**config.mk**
```make
export PLATFORM = sky130hd
export DESIGN_NAME = multicycle_ctrl
export DESIGN_NICKNAME = d
export VERILOG_FILES = /design/src/rtl/proc_ctrl_pkg.sv /design/src/rtl/instr_decode.sv /design/src/rtl/multicycle_ctrl.sv
export SDC_FILE = /design/constraint.sdc
export NUM_CORES = 1
export LEC_CHECK = 0
export BUFFER_PORTS_ARGS = -buffer_cell sky130_fd_sc_hd__buf_2
export CAP_MARGIN = 40
export CORE_MARGIN = 5
export CORE_UTILIZATION = 42
export DETAILED_ROUTE_END_ITERATION = 7
export GPL_TIMING_DRIVEN = 0
export PLACE_DENSITY = 0.78
export SLEW_MARGIN = 40
export SYNTH_ARGS = -nofsm -noshare
export SYNTH_HDL_FRONTEND = slang
export SYNTH_SLANG_ARGS = --single-unit
```
**constraint.sdc**
```tcl
create_clock -name clk -period 1.7 [get_ports clk]
set_input_delay 0.085 -clock clk [delete_from_list [all_inputs] [get_ports clk]]
set_output_delay 0.085 -clock clk [all_outputs]
set_load 0.005 [all_outputs]
```
**src/rtl/proc_ctrl_pkg.sv**
```systemverilog
// Shared types and instruction-format constants for the multi-cycle sequencer.
package proc_ctrl_pkg;

  localparam int unsigned INSTR_W   = 32;
  localparam int unsigned REG_W     = 6;
  localparam int unsigned FUNCT_W   = 4;
  localparam int unsigned IMM_W     = 15;
  localparam int unsigned TYPE_POS  = 0;
  localparam int unsigned RS_POS    = 1;
  localparam int unsigned RD_POS    = 7;
  localparam int unsigned FUNCT_POS = 13;
  localparam int unsigned RT_POS    = 17;
  localparam int unsigned IMM_POS   = 17;

  localparam logic [FUNCT_W-1:0] FUNCT_LOAD  = 4'hE;
  localparam logic [FUNCT_W-1:0] FUNCT_STORE = 4'hF;

  typedef enum logic [2:0] {
    IDLE   = 3'd0,
    FETCH  = 3'd1,
    DECODE = 3'd2,
    EXEC   = 3'd3,
    MEM    = 3'd4,
    WB     = 3'd5,
    HALT   = 3'd6
  } state_t;

  // upper holds rt in its low bits for R-type, the immediate for I-type
  typedef struct packed {
    logic [IMM_W-1:0]   upper;
    logic [FUNCT_W-1:0] funct;
    logic [REG_W-1:0]   rd;
    logic [REG_W-1:0]   rs;
    logic               itype;
  } instr_t;

endpackage

```
**src/rtl/instr_decode.sv**
```systemverilog
// Combinational split of an instruction word into fields and class flags.
module instr_decode
  import proc_ctrl_pkg::*;
#(
  parameter logic [31:0] HALT_WORD = 32'hFFFF_FFFF
) (
  input  instr_t             instr,
  output logic               itype_c,
  output logic [REG_W-1:0]   rs_c,
  output logic [REG_W-1:0]   rd_c,
  output logic [REG_W-1:0]   rt_c,
  output logic [FUNCT_W-1:0] funct_c,
  output logic [IMM_W-1:0]   imm_c,
  output logic               is_load_c,
  output logic               is_store_c,
  output logic               is_halt_c
);

  logic [INSTR_W-1:0] raw;

  assign raw        = instr;
  assign itype_c    = raw[TYPE_POS];
  assign rs_c       = raw[RS_POS +: REG_W];
  assign rd_c       = raw[RD_POS +: REG_W];
  assign rt_c       = raw[RT_POS +: REG_W];
  assign funct_c    = raw[FUNCT_POS +: FUNCT_W];
  assign imm_c      = raw[IMM_POS +: IMM_W];
  assign is_load_c  = itype_c && (funct_c == FUNCT_LOAD);
  assign is_store_c = itype_c && (funct_c == FUNCT_STORE);
  assign is_halt_c  = (raw == HALT_WORD);

endmodule

```
**src/rtl/multicycle_ctrl.sv**
```systemverilog
// Multi-cycle fetch/decode/exec/mem/wb sequencer owning the PC.
// Optional performance counters are enabled with CTRL_PERF_CNT_EN.
module multicycle_ctrl
  import proc_ctrl_pkg::*;
#(
  parameter int unsigned PC_W      = 6,
  parameter int unsigned RESET_PC  = 0,
  parameter logic [31:0] HALT_WORD = 32'hFFFF_FFFF
) (
  input  logic            clk,
  input  logic            clkreset,
  input  logic            run,
  output logic [PC_W-1:0] pc,
  output logic            imem_req,
  output logic [PC_W-1:0] imem_addr,
  input  logic            imem_ack,
  input  logic [31:0]     imem_rdata,
  output logic [5:0]      ra1,
  output logic [5:0]      ra2,
  output logic [5:0]      wa,
  output logic            rf_we,
  output logic [2:0]      alu_opsel,
  output logic            alu_mode,
  output logic [14:0]     imm,
  output logic            ms1,
  output logic            ms2,
  output logic            dmem_req,
  output logic            dmem_we,
  input  logic            dmem_ack,
  output logic            halted
`ifdef CTRL_PERF_CNT_EN
  ,
  output logic [31:0]     cyc_cnt,
  output logic [31:0]     ret_cnt
`endif
);

  state_t            state_q, state_d;
  instr_t            ir_q;
  logic [PC_W-1:0]   pc_q;
  logic              retire_c;

  logic               itype, is_load, is_store, is_halt;
  logic [REG_W-1:0]   rs, rd, rt;
  logic [FUNCT_W-1:0] funct;
  logic [IMM_W-1:0]   imm_raw;

  logic imem_req_d, dmem_req_d, dmem_we_d, rf_we_d, ms1_d, ms2_d, halted_d;

  instr_decode #(.HALT_WORD(HALT_WORD)) u_dec (
    .instr      (ir_q),
    .itype_c    (itype),
    .rs_c       (rs),
    .rd_c       (rd),
    .rt_c       (rt),
    .funct_c    (funct),
    .imm_c      (imm_raw),
    .is_load_c  (is_load),
    .is_store_c (is_store),
    .is_halt_c  (is_halt)
  );

  always_ff @(posedge clk or negedge clkreset) begin
    if (!clkreset) state_q <= IDLE;
    else           state_q <= state_d;
  end

  always_comb begin
    state_d  = state_q;
    retire_c = 1'b0;
    case (state_q)
      IDLE:   if (run) state_d = FETCH;
      FETCH:  if (imem_ack) state_d = DECODE;
      DECODE: state_d = is_halt ? HALT : EXEC;
      EXEC:   state_d = (is_load || is_store) ? MEM : WB;
      MEM: begin
        if (dmem_ack) begin
          if (is_store) retire_c = 1'b1;
          else          state_d  = WB;
        end
      end
      WB:     retire_c = 1'b1;
      HALT:   state_d = HALT;
      default: state_d = IDLE;
    endcase
    if (retire_c) state_d = run ? FETCH : IDLE;
  end

  // Control outputs are computed for the upcoming state and registered.
  always_comb begin
    imem_req_d = 1'b0;
    dmem_req_d = 1'b0;
    dmem_we_d  = 1'b0;
    rf_we_d    = 1'b0;
    ms1_d      = 1'b0;
    ms2_d      = 1'b0;
    halted_d   = 1'b0;
    case (state_d)
      FETCH: imem_req_d = 1'b1;
      EXEC:  ms1_d = itype;
      MEM: begin
        dmem_req_d = 1'b1;
        dmem_we_d  = is_store;
        ms1_d      = itype;
      end
      WB: begin
        rf_we_d = (rd != '0);
        ms1_d   = itype;
        ms2_d   = is_load;
      end
      HALT:  halted_d = 1'b1;
      default: ;
    endcase
  end

  always_ff @(posedge clk or negedge clkreset) begin
    if (!clkreset) begin
      pc_q     <= PC_W'(RESET_PC);
      ir_q     <= '0;
      imem_req <= 1'b0;
      dmem_req <= 1'b0;
      dmem_we  <= 1'b0;
      rf_we    <= 1'b0;
      ms1      <= 1'b0;
      ms2      <= 1'b0;
      halted   <= 1'b0;
    end else begin
      if (state_q == FETCH && imem_ack) ir_q <= instr_t'(imem_rdata);
      if (retire_c) pc_q <= pc_q + PC_W'(1);
      imem_req <= imem_req_d;
      dmem_req <= dmem_req_d;
      dmem_we  <= dmem_we_d;
      rf_we    <= rf_we_d;
      ms1      <= ms1_d;
      ms2      <= ms2_d;
      halted   <= halted_d;
    end
  end

  // Fields come straight from the IR, so they hold from DECODE until the next fetch.
  assign pc        = pc_q;
  assign imem_addr = pc_q;
  assign ra1       = rs;
  assign ra2       = itype ? rd : rt;
  assign wa        = rd;
  assign imm       = imm_raw;
  assign alu_opsel = funct[3:1];
  assign alu_mode  = funct[0];

`ifdef CTRL_PERF_CNT_EN
  always_ff @(posedge clk or negedge clkreset) begin
    if (!clkreset) begin
      cyc_cnt <= '0;
      ret_cnt <= '0;
    end else begin
      if (state_q != IDLE && state_q != HALT && cyc_cnt != '1) cyc_cnt <= cyc_cnt + 32'd1;
      if (retire_c && ret_cnt != '1) ret_cnt <= ret_cnt + 32'd1;
    end
  end
`endif

endmodule

```
==> impl_metrics.json <==
{
  "insertion_delay_ps": 290,
  "worst_setup_path_end_kind": "flop",
  "synth.distinct_cells": 37,
  "worst_slew_margin_rel": 0.602,
  "finalCoreUtilization": 0.572,
  "grt_overflow_total": 0,
  "std_cell_rows": 26,
  "initial_core_util": 0.428,
  "vdd.ir_drop.worst_mv": 0.472,
  "critical_path_arrival_ps": 1800,
  "synth_edf_count": 0,
  "design.die.area_mm2": 0.00667,
  "final_net_count": 300,
  "grt_use_met3": 0.0515,
  "whs_path_depth": 2,
  "slowest_cell_delay_on_critical_path_ps": 360,
  "ys_dominant_reg_cell": "dfrtp_1",
  "fmax_ghz": 0.614,
  "power.share.combinational": 0.034,
  "timing.hold.worst.class": "input port to flop",
  "cts_made_buffers": 5,
  "hold_end": "ir_q[22]$_DFFE_PN0P_",
  "die_height_um": 81.6,
  "fp.coreArea_mm2": 0.00504,
  "drt-pass1-iter-count": 4,
  "max-clock-path-buffers": 2,
  "cts_htree_levels": 2,
  "grt_pass1_vias": 1714,
  "via_per_inst": 4.90,
  "drt-initial-drc-count": 48,
  "worst_clock_skew_ps": 4.46,
  "crit_path_max_fanout": 10,
  "finalWorstPathRequiredPeriod_ps": 1630,
  "number_of_antenna_diodes": 0,
  "net_switching_share_of_the_total_power": 0.197,
  "result_of_the_run": "complete, no violations",
  "clk_pin_slew_worst_paths_ps": 80,
  "timing.final.setup_violations": 0,
  "min-delay-start": "imem_rdata[22]",
  "timing.rr.start": "state_q[2]$_DFF_PN0_",
  "met1_usage": 0.203,
  "gp_congestion": 0.858,
  "ys_ff_latch": 48,
  "largest_register_ff_count": 32,
  "global_route.peak_usage_layer": "met2",
  "grt_max_degree": 49,
  "reg2reg_slack_ps": 70,
  "maxCapViolations": 0,
  "power_report.internal_total_mw": 1.53,
  "share_of_the_yosys_chip_area_belonging_to_registers": 0.557,
  "tritoncts": "yes",
  "postSynth.asyncResetShare": 1.00,
  "fillers": 418,
  "globalRouteTotalUtil": 0.162,
  "cp-start-kind": "flop",
  "placement.setup.worst_slack_ps": -107,
  "crit_required_ps": 1880,
  "fin_cells": 332,
  "crit_path_from": "state_q[2]$_DFF_PN0_",
  "power_switching_uw": 377,
  "synthesis.instances": 162,
  "rsz0062_at_grt": "yes",
  "route.final.wire_length_um": 4940,
  "syn_nets": 200,
  "sequentialPowerShare": 0.597,
  "hold_slack_ps": 20.0,
  "dpl.cell_count": 324,
  "drc": 0,
  "grt.met2_usage": 0.274,
  "portBuffers": 92,
  "report.final.hold_viol_count": 0,
  "worstReg2RegEnd": "ir_q[1]$_DFFE_PN0P_",
  "antenna_violating_nets_post_route": 0,
  "die_x_um": 81.6,
  "syn-cell-area_mm2": 0.00216,
  "maxSlewViolCount": 0,
  "clk_root_buffer_cell": "clkbuf_8",
  "layout_setup_ws_ps": 71.8,
  "layout-area-overhead-vs-synth_pct": 33.7,
  "cells_along_the_critical_path": "buf_2, nor2b_4, and3b_1, buf_6, buf_8, mux2_2",
  "registers.top_by_ff_count": "ir_q",
  "synthesis.yosys.warnings": 0,
  "tns_ps": 0,
  "syn-mean-instance-area_um2": 13.3,
  "grt_antenna_before_repair": 0,
  "fraction_of_power_consumed_by_the_clock_network": 0.369,
  "critPathSlowestCell": "dfrtp_1",
  "detailed_place_hpwl_um": 3760,
  "via_count": 1627,
  "r2r_cells": 6,
  "grt_first_pass_wirelength_um": 8200,
  "timing.final.crit_share": 0.958,
  "num_io_pins": 93,
  "timing.setup.critical_path_class": "flop to flop",
  "drive_gt1_frac": 0.618,
  "tightestPinTransition_ps": 596,
  "total_leakage_power_nw": 1.61,
  "clock_sinks": 48,
  "p_per_area_mw_per_mm2": 663,
  "routedWlPerCell_um": 14.9
}
==> cell usage in the layout (no fill, tap or decap), drive strengths merged, types with 2 or more instances in the layout <==
| master | Yosys | layout |
|---|---|---|
| a31oi | 2 | 2 |
| nor2 | 4 | 4 |
| a21oi | 5 | 5 |
| clkbuf | 0 | 7 |
| mux2 | 39 | 39 |
| nor4 | 2 | 2 |
| nand2 | 4 | 4 |
| o21a | 2 | 2 |
| nand4 | 11 | 11 |
| nor3 | 2 | 2 |
| nand2b | 5 | 5 |
| o21ai | 2 | 2 |
| buf | 14 | 106 |
| dfrtp | 48 | 48 |
| xnor2 | 4 | 4 |
==> layer usage <==
metal	vias up	wire length, µm
li1	782	-
met1	783	2040
met2	58	2490
met3	4	375
met4	0	36
met5	-	0
==> cells in the mapped netlist (2+ instances only) <==
cell,n,area share
dfrtp_1,48,0.56
mux2_2,39,0.20
nand4_1,10,0.029
buf_4,9,0.031
a21oi_1,5,0.012
nand2b_1,5,0.015
buf_2,4,0.0093
nand2_1,4,0.0070
xnor2_1,4,0.016
nor2_1,3,0.0052
a31oi_1,2,0.0058
nor3_1,2,0.0046
o21a_1,2,0.0070
o21ai_0,2,0.0046
==> worst max-delay path, delay by kind of cell (launching register included) <==
family,cells,cell delay (ps)
DFF,1,360
muxes,1,340
and+or+nand+nor,2,340
buffers and inverters,3,460
==> worst max path at each step <==
stage | cells past startpoint | slack, ps | to
floorplan | 6 | 130 | ir_q[10]$_DFFE_PN0P_
global placement | 6 | -90 | ir_q[20]$_DFFE_PN0P_
detailed placement | 6 | -110 | ir_q[6]$_DFFE_PN0P_
CTS | 6 | 20 | ir_q[6]$_DFFE_PN0P_
global route | 5 | -7 | ms1$_DFF_PN0_
finish | 6 | 70 | ir_q[1]$_DFFE_PN0P_
==> power groups by stage <==
stage	combinational, mW	clock [mW]	sequential [mW]
final	0.0646	0.706	1.14
after global routing	0.0755	0.798	1.14
after CTS	0.0669	0.735	1.14
after detailed placement	0.0648	0	1.16
after global placement	0.0633	0	1.16
after floorplan	0.00106	0	1.16
==> area by class of cell <==
class	count	area (µm²)	area share
Buffer	14	128	0.0443
Inverter	1	3.75	0.00130
Sequential cell	48	1200	0.417
Multi-Input combinational cell	99	892	0.309
Timing Repair Buffer	93	473	0.164
Tap cell	70	87.6	0.0304
Clock buffer	7	96.3	0.0334
==> through the flow <==
step | power (mW) | area, µm²
6_report | 1.91 | 2880
2_1_floorplan | 1.16 | 2160
3_5_place_dp | 1.23 | 2710
3_3_place_gp | 1.23 | 2700
4_1_cts | 1.94 | 2840
5_1_grt | 2.01 | 2880
==> logic make-up (layout without fill, tap and decap cells) <==
family	Yosys count	count (layout)	synth area share
flops	48	48	0.557
buf+inv	15	115	0.0476
xor+xnor	5	5	0.0203
fa+ha+maj	1	1	0.00580
mux	39	39	0.204
compound gates	17	17	0.0517
simple gates	37	37	0.114
==> repair_timing <==
action,in CTS,in global routing
endpoints found under the setup margin,30,36
hold endpoints to repair,48,0
hold buffers,1,0
pin swaps,0,2
setup buffers,0,0
gates resized for setup,6,11
No activity file was read; power rests on OpenSTA's default activity.
